`src/rtl/spi_frame_sequencer.sv`:
```
// spi_frame_sequencer
//
// Sequences one N-byte SPI frame through a byte-level SPI master. It shifts out
// the latched word one byte at a time and rebuilds the received bytes into a
// parallel word. Frames start from a manual strobe or from a periodic timer.
// Each master handshake is guarded by a timeout. A trigger that arrives while
// a frame is in flight is flagged as an overrun and dropped.
//
// Ports:
//   i_Clk, i_Rst_L       clock, asynchronous active-low reset
//   i_Mode               0 = manual (i_Start), 1 = periodic timer
//   i_Start              single-cycle start strobe (manual mode only)
//   i_TX_Word            frame payload, latched when the frame starts
//   i_Clear_Err          clears the sticky error flags
//   o_Busy / o_Done      frame in progress / one-cycle completion pulse
//   o_RX_Word            last completed received frame
//   o_Frame_Count        completed frames, wraps at 16 bits
//   o_Timeout/o_Overrun  sticky error flags
//   o_M_* / i_M_*        byte handshake to and from the SPI master
module spi_frame_sequencer #(
  parameter int unsigned NUM_BYTES    = 4,
  parameter bit          LSB_FIRST    = 1'b1,
  parameter int unsigned PERIOD_CLKS  = 1048576,
  parameter int unsigned TIMEOUT_CLKS = 4096,
  localparam int unsigned CW = $clog2(NUM_BYTES + 1),
  localparam int unsigned WW = 8 * NUM_BYTES
) (
  input  logic          i_Clk,
  input  logic          i_Rst_L,
  input  logic          i_Mode,
  input  logic          i_Start,
  input  logic [WW-1:0] i_TX_Word,
  input  logic          i_Clear_Err,
  output logic          o_Busy,
  output logic          o_Done,
  output logic [WW-1:0] o_RX_Word,
  output logic [15:0]   o_Frame_Count,
  output logic          o_Timeout,
  output logic          o_Overrun,
  output logic [CW-1:0] o_M_TX_Count,
  output logic [7:0]    o_M_TX_Byte,
  output logic          o_M_TX_DV,
  input  logic          i_M_TX_Ready,
  input  logic          i_M_RX_DV,
  input  logic [7:0]    i_M_RX_Byte
);

  localparam int unsigned PW = (PERIOD_CLKS > 1) ? $clog2(PERIOD_CLKS) : 1;
  localparam int unsigned TW = (TIMEOUT_CLKS > 1) ? $clog2(TIMEOUT_CLKS) : 1;
  localparam logic [PW-1:0] PerLast = PW'(PERIOD_CLKS - 1);
  localparam logic [TW-1:0] TmoLast = TW'(TIMEOUT_CLKS - 1);
  localparam logic [CW-1:0] IdxLast = CW'(NUM_BYTES - 1);

  typedef enum logic [2:0] {StIdle, StLoad, StSend, StWaitRx, StDone} state_e;

  state_e        state_q, state_d;
  logic [WW-1:0] tx_word_q, tx_word_d;
  logic [WW-1:0] shadow_q, shadow_d;
  logic [WW-1:0] rx_word_q, rx_word_d;
  logic [CW-1:0] idx_q, idx_d;
  logic [TW-1:0] tmo_q, tmo_d;
  logic [PW-1:0] period_q, period_d;
  logic [15:0]   frame_cnt_q, frame_cnt_d;
  logic [7:0]    byte_q, byte_d;
  logic          timeout_q, timeout_d;
  logic          overrun_q, overrun_d;

  logic          trigger;
  logic          tx_dv;
  logic [CW-1:0] pos;
  logic [7:0]    sel_byte;
  logic [WW-1:0] shadow_merged;

  // Period counter is parked at zero in manual mode so that entering periodic
  // mode always yields a full period before the first tick.
  always_comb begin
    period_d = '0;
    if (i_Mode) period_d = (period_q == PerLast) ? '0 : period_q + 1'b1;
  end

  assign trigger = i_Mode ? (period_q == PerLast) : i_Start;

  // Byte position within the word for the current index; the same position is
  // used for the outgoing byte and for the returning byte.
  assign pos = LSB_FIRST ? idx_q : IdxLast - idx_q;

  always_comb begin
    sel_byte      = '0;
    shadow_merged = shadow_q;
    for (int unsigned b = 0; b < NUM_BYTES; b++) begin
      if (pos == CW'(b)) begin
        sel_byte                = tx_word_q[8*b +: 8];
        shadow_merged[8*b +: 8] = i_M_RX_Byte;
      end
    end
  end

  always_comb begin
    state_d     = state_q;
    tx_word_d   = tx_word_q;
    shadow_d    = shadow_q;
    rx_word_d   = rx_word_q;
    idx_d       = idx_q;
    tmo_d       = tmo_q;
    frame_cnt_d = frame_cnt_q;
    byte_d      = byte_q;
    tx_dv       = 1'b0;
    // Clear first so that an error event in the same cycle wins.
    timeout_d   = i_Clear_Err ? 1'b0 : timeout_q;
    overrun_d   = i_Clear_Err ? 1'b0 : overrun_q;

    if (trigger && (state_q != StIdle)) overrun_d = 1'b1;

    unique case (state_q)
      StIdle: begin
        if (trigger) begin
          tx_word_d = i_TX_Word;
          idx_d     = '0;
          tmo_d     = '0;
          state_d   = StLoad;
        end
      end
      StLoad: state_d = StSend;
      StSend: begin
        if (i_M_TX_Ready) begin
          tx_dv   = 1'b1;
          byte_d  = sel_byte;
          tmo_d   = '0;
          state_d = StWaitRx;
        end else if (tmo_q == TmoLast) begin
          timeout_d = 1'b1;
          state_d   = StIdle;
        end else begin
          tmo_d = tmo_q + 1'b1;
        end
      end
      StWaitRx: begin
        if (i_M_RX_DV) begin
          shadow_d = shadow_merged;
          idx_d    = idx_q + 1'b1;
          tmo_d    = '0;
          if (idx_q == IdxLast) begin
            // Publish at the transition so results are visible alongside o_Done.
            rx_word_d   = shadow_merged;
            frame_cnt_d = frame_cnt_q + 16'd1;
            state_d     = StDone;
          end else begin
            state_d = StSend;
          end
        end else if (tmo_q == TmoLast) begin
          timeout_d = 1'b1;
          state_d   = StIdle;
        end else begin
          tmo_d = tmo_q + 1'b1;
        end
      end
      StDone:  state_d = StIdle;
      default: state_d = StIdle;
    endcase
  end

  always_ff @(posedge i_Clk or negedge i_Rst_L) begin
    if (!i_Rst_L) begin
      state_q     <= StIdle;
      tx_word_q   <= '0;
      shadow_q    <= '0;
      rx_word_q   <= '0;
      idx_q       <= '0;
      tmo_q       <= '0;
      period_q    <= '0;
      frame_cnt_q <= '0;
      byte_q      <= '0;
      timeout_q   <= 1'b0;
      overrun_q   <= 1'b0;
    end else begin
      state_q     <= state_d;
      tx_word_q   <= tx_word_d;
      shadow_q    <= shadow_d;
      rx_word_q   <= rx_word_d;
      idx_q       <= idx_d;
      tmo_q       <= tmo_d;
      period_q    <= period_d;
      frame_cnt_q <= frame_cnt_d;
      byte_q      <= byte_d;
      timeout_q   <= timeout_d;
      overrun_q   <= overrun_d;
    end
  end

  assign o_Busy        = (state_q != StIdle);
  assign o_Done        = (state_q == StDone);
  assign o_RX_Word     = rx_word_q;
  assign o_Frame_Count = frame_cnt_q;
  assign o_Timeout     = timeout_q;
  assign o_Overrun     = overrun_q;
  assign o_M_TX_Count  = o_Busy ? CW'(NUM_BYTES) : '0;
  assign o_M_TX_DV     = tx_dv;
  // Byte is presented with DV and then held until the next DV.
  assign o_M_TX_Byte   = tx_dv ? sel_byte : byte_q;

endmodule

```
`config.mk`:
```
export PLATFORM = sky130hd
export DESIGN_NAME = spi_frame_sequencer
export DESIGN_NICKNAME = d
export VERILOG_FILES = /design/src/rtl/spi_frame_sequencer.sv
export SDC_FILE = /design/constraint.sdc
export NUM_CORES = 1
export LEC_CHECK = 0
export CAP_MARGIN = 30
export CORE_MARGIN = 4
export CORE_UTILIZATION = 58
export CTS_CLUSTER_SIZE = 14
export DETAILED_ROUTE_END_ITERATION = 7
export GPL_TIMING_DRIVEN = 0
export PLACE_DENSITY = 0.85
export SLEW_MARGIN = 40
export SYNTH_ARGS = -nofsm -noshare
export SYNTH_HDL_FRONTEND = slang
export SYNTH_SLANG_ARGS = --single-unit
export TNS_END_PERCENT = 50
```
`constraint.sdc`:
```
create_clock -name i_Clk -period 7 [get_ports i_Clk]
set_input_delay 0.7 -clock i_Clk [delete_from_list [all_inputs] [get_ports i_Clk]]
set_output_delay 0.7 -clock i_Clk [all_outputs]
set_load 0.03 [all_outputs]
```
==> metrics.cfg <==
[logic_synthesis]
synth-edff-count = 0
synthMostInstantiatedCell = dfrtp_1
synth_area_leaders = dfrtp_1, mux2_4, nand2_1, mux2_2, mux2i_1
ys.warnings.count = 0
synth-main-ff-cell = dfrtp_1
synthMuxAreaShare_pct = 14.11
syn_area_per_cell_um2 = 11.07
yosysTopAreaCell = dfrtp_1
synth_compound_area_share_pct = 8.435
synth-simple-area-share_pct = 14.31
synth_top_area_share_pct = 54.44
netlist_instances = 631
ys_top_cells_by_count = dfrtp_1, nand2_1, nor2_1
synthArstFlopShare_pct = 100.0
synth_cell_type_count = 47
ys_ff_latch = 152
synthAdderAreaFrac_pct = 1.433
yosysSeqAreaShare_pct = 54.44
synth_xor_area_share_pct = 4.011
netlist_area_um2 = 6987
synth_top_family_by_area = simple AND/OR/NAND/NOR gates

[sta]
tightestPinTransition_ps = 744.7
slew_violations = 0
fin_crit_ps = 3933
timing.hold.ws_ps = 220.2
slew_headroom_pct = 50.17
min_period_over_period_pct = 56.19
rsz0062_at_grt = false
finClkSkew_ps = 6.670
timing.fmax_mhz = 254.2
hold_viol_final = 0
setup_viol = 0

[drt]
first_pass_iters = 5
drcViolationCount = 0
ant_nets = 0
vias = 5401
vias_per_cell = 5.909
drt-total-wl_um = 17230
wl_per_cell_um = 18.86
drt-initial-drc-count = 551

[worst_hold_path]
worst_hold_path_type = input port to async pin

[die]
design.core.area_um2 = 11610
start_util_pct = 60.16
die_w_um = 117.8
rows = 39
dieArea_um2 = 13870
fp.dieH_um = 117.8
boundaryPins = 111

[global_route]
grt_pass1_vias = 5655
antenna_found_initial = 0
grt_use_total_pct = 25.93
grt_max_degree = 80
grt_pass1_wl_um = 28890
overflow = 0

[power]
p_leak_uw = 0.004061
powerDensity_nw_per_um2 = 411.5
peakVddDrop_uv = 252.5

[critical_path]
critPathRequiredTime_ps = 6300
crit_top_cell = ha_1
crit_family = buffers and inverters
cp.arrival_ps = 3230
worst-r2r-setup-slack_ps = 4290
crit_chain = ha_1 -> ha_1 -> clkbuf_1 -> nor2_1 -> a22oi_1 -> a21oi_1 -> clkdlybuf4s50_1
worst_setup_path_start_kind = flop
worst-setup-path-type = flop to primary output
reg2reg_from = idx_q[1]$_DFFE_PN0P_
path_max_fanout = 10
worst_path_largest_cell_delay_ps = 740
r2r-end = shadow_q[8]$_DFFE_PN0P_
path_depth = 7
cp_num_buf_inv = 2
reg2reg_depth = 7
end_kind = primary output
cpMaxStageDelayCell = clkdlybuf4s50_1

[cts]
clockBufferDepth = 2
ctsHoldBuffers = 0
cts.reportedPaths.clkPinSlew_ps = 60
cts.sinks = 152
root_buffer = clkbuf_16
cts_resized = 0
cts_setup_buffers = 0
htreeDepth = 4
cts_tree = built
cts_made_buffers = 17
clock_latency_ps = 430

[run]
maxCapViolCount = 0

[layout]
n_fill_cell = 718
synthToLayoutAreaGrowth_pct = 26.61
finalNonFillerCells = 914
drive_above_1_share_pct = 13.10
final_nets = 815
antenna_cells = 0

[place]
dp.cells = 884
numPortBuffers = 108
gp_congestion = 0.9108
post-dp-hpwl_um = 11410

[outcome]
status = finished clean

==> how the worst max path moves through the flow <==
stage,startpoint,endpoint,slack (ps)
6_report,idx_q[0]$_DFFE_PN0P_,o_M_TX_Byte[0],3070
5_1_grt,idx_q[1]$_DFFE_PN0P_,o_M_TX_Byte[0],2920
4_1_cts,idx_q[0]$_DFFE_PN0P_,o_M_TX_Byte[0],3130
3_5_place_dp,i_M_TX_Ready,o_M_TX_Byte[6],3220
3_3_place_gp,i_Rst_L,o_RX_Word[30]$_DFFE_PN0P_,-540
2_1_floorplan,i_M_TX_Ready,o_M_TX_Byte[6],4070
==> stage by stage <==
stage / setup TNS, ps / area, um2 / power (uW) / worst slack, ps / util [%]
after floorplan: 0 / 6990 / 2240 / 4070 / -
after global placement: -80890 / 8250 / 2678 / -540.4 / 71.04
after detailed placement: 0 / 8283 / 2749 / 3215 / 71.32
after CTS: 0 / 8840 / 3644 / 3130 / 76.12
after global routing: 0 / 8846 / 3827 / 2920 / 76.17
final: 0 / 8846 / 3640 / 3067 / 76.17
==> metal layers <==
| layer | vias up | track usage, % | wire (um) | share of wire (%) |
|---|---|---|---|---|
| met3 | 26 | 8.025 | 963 | 5.6 |
| met2 | 198 | 43.33 | 8583 | 50 |
| met5 | - | 0 | 0 | 0 |
| met4 | 0 | 7.473 | 287 | 1.7 |
| li1 | 2444 | - | - | - |
| met1 | 2733 | 32.68 | 7399 | 43 |
==> state kept, by name, summed over array words and instances, names as in the netlist <==
register	flops
o_Timeout	1
o_Frame_Count	16
tmo_q	12
period_q	20
o_Overrun	1
shadow_q	24
idx_q	3
byte_q	8
tx_word_q	32
o_RX_Word	32
state_q	3
==> kinds of logic after synthesis <==
group,count (synthesis)
compound gates,102
xor+xnor,32
fa+ha+maj,8
buf+inv,48
flops,152
mux,81
other cells,1
simple gates,207
==> power by group <==
group | switching (uW) | internal, uW | leakage (uW) | total, uW
Clock | 352 | 519 | 0.000270 | 871
Combinational | 775 | 642 | 0.00183 | 1420
Sequential | 183 | 1170 | 0.00196 | 1350
Total | 1310 | 2330 | 0.00406 | 3640
==> worst reg2reg max path, cell delays in order, from the launching register on <==
cell	delay (ps)
dfrtp_1	410
inv_1	120
ha_1	320
nor2b_1	190
clkbuf_1	540
and2_1	220
clkbuf_1	400
mux2_2	400
==> placed cells by master, fill, tap and decap left out, types with 4 or more instances in the layout <==
cell             count
a31oi_1              8
mux2_2              28
a21oi_1             30
and3_1               8
buf_6                4
nand3_1             17
inv_1               14
and2_1               6
xnor2_1             19
nor2_1              43
clkinv_2             4
xor2_1              13
and3b_1              8
clkdlybuf4s50_1    107
clkbuf_1            25
nand4_1             10
dfrtp_1            152
clkbuf_16           17
ha_1                 8
mux2_4              28
nand2_1             88
clkbuf_8             4
mux2i_1             25
a22oi_1              8
and4_1               4
nor3_1               4
o21ai_0             41
==> area by class of cell <==
type	instances	area [um2]	share of cell area (%)
Sequential cell	152	3804	43.00
Tap cell	143	178.9	2.023
Inverter	15	56.30	0.6365
Multi-Input combinational cell	432	2969	33.56
Buffer	33	167.7	1.895
Timing Repair Buffer	109	1114	12.59
Clock inverter	8	72.57	0.8204
Clock buffer	22	484.2	5.474
Power figures use the tool's default switching activity.
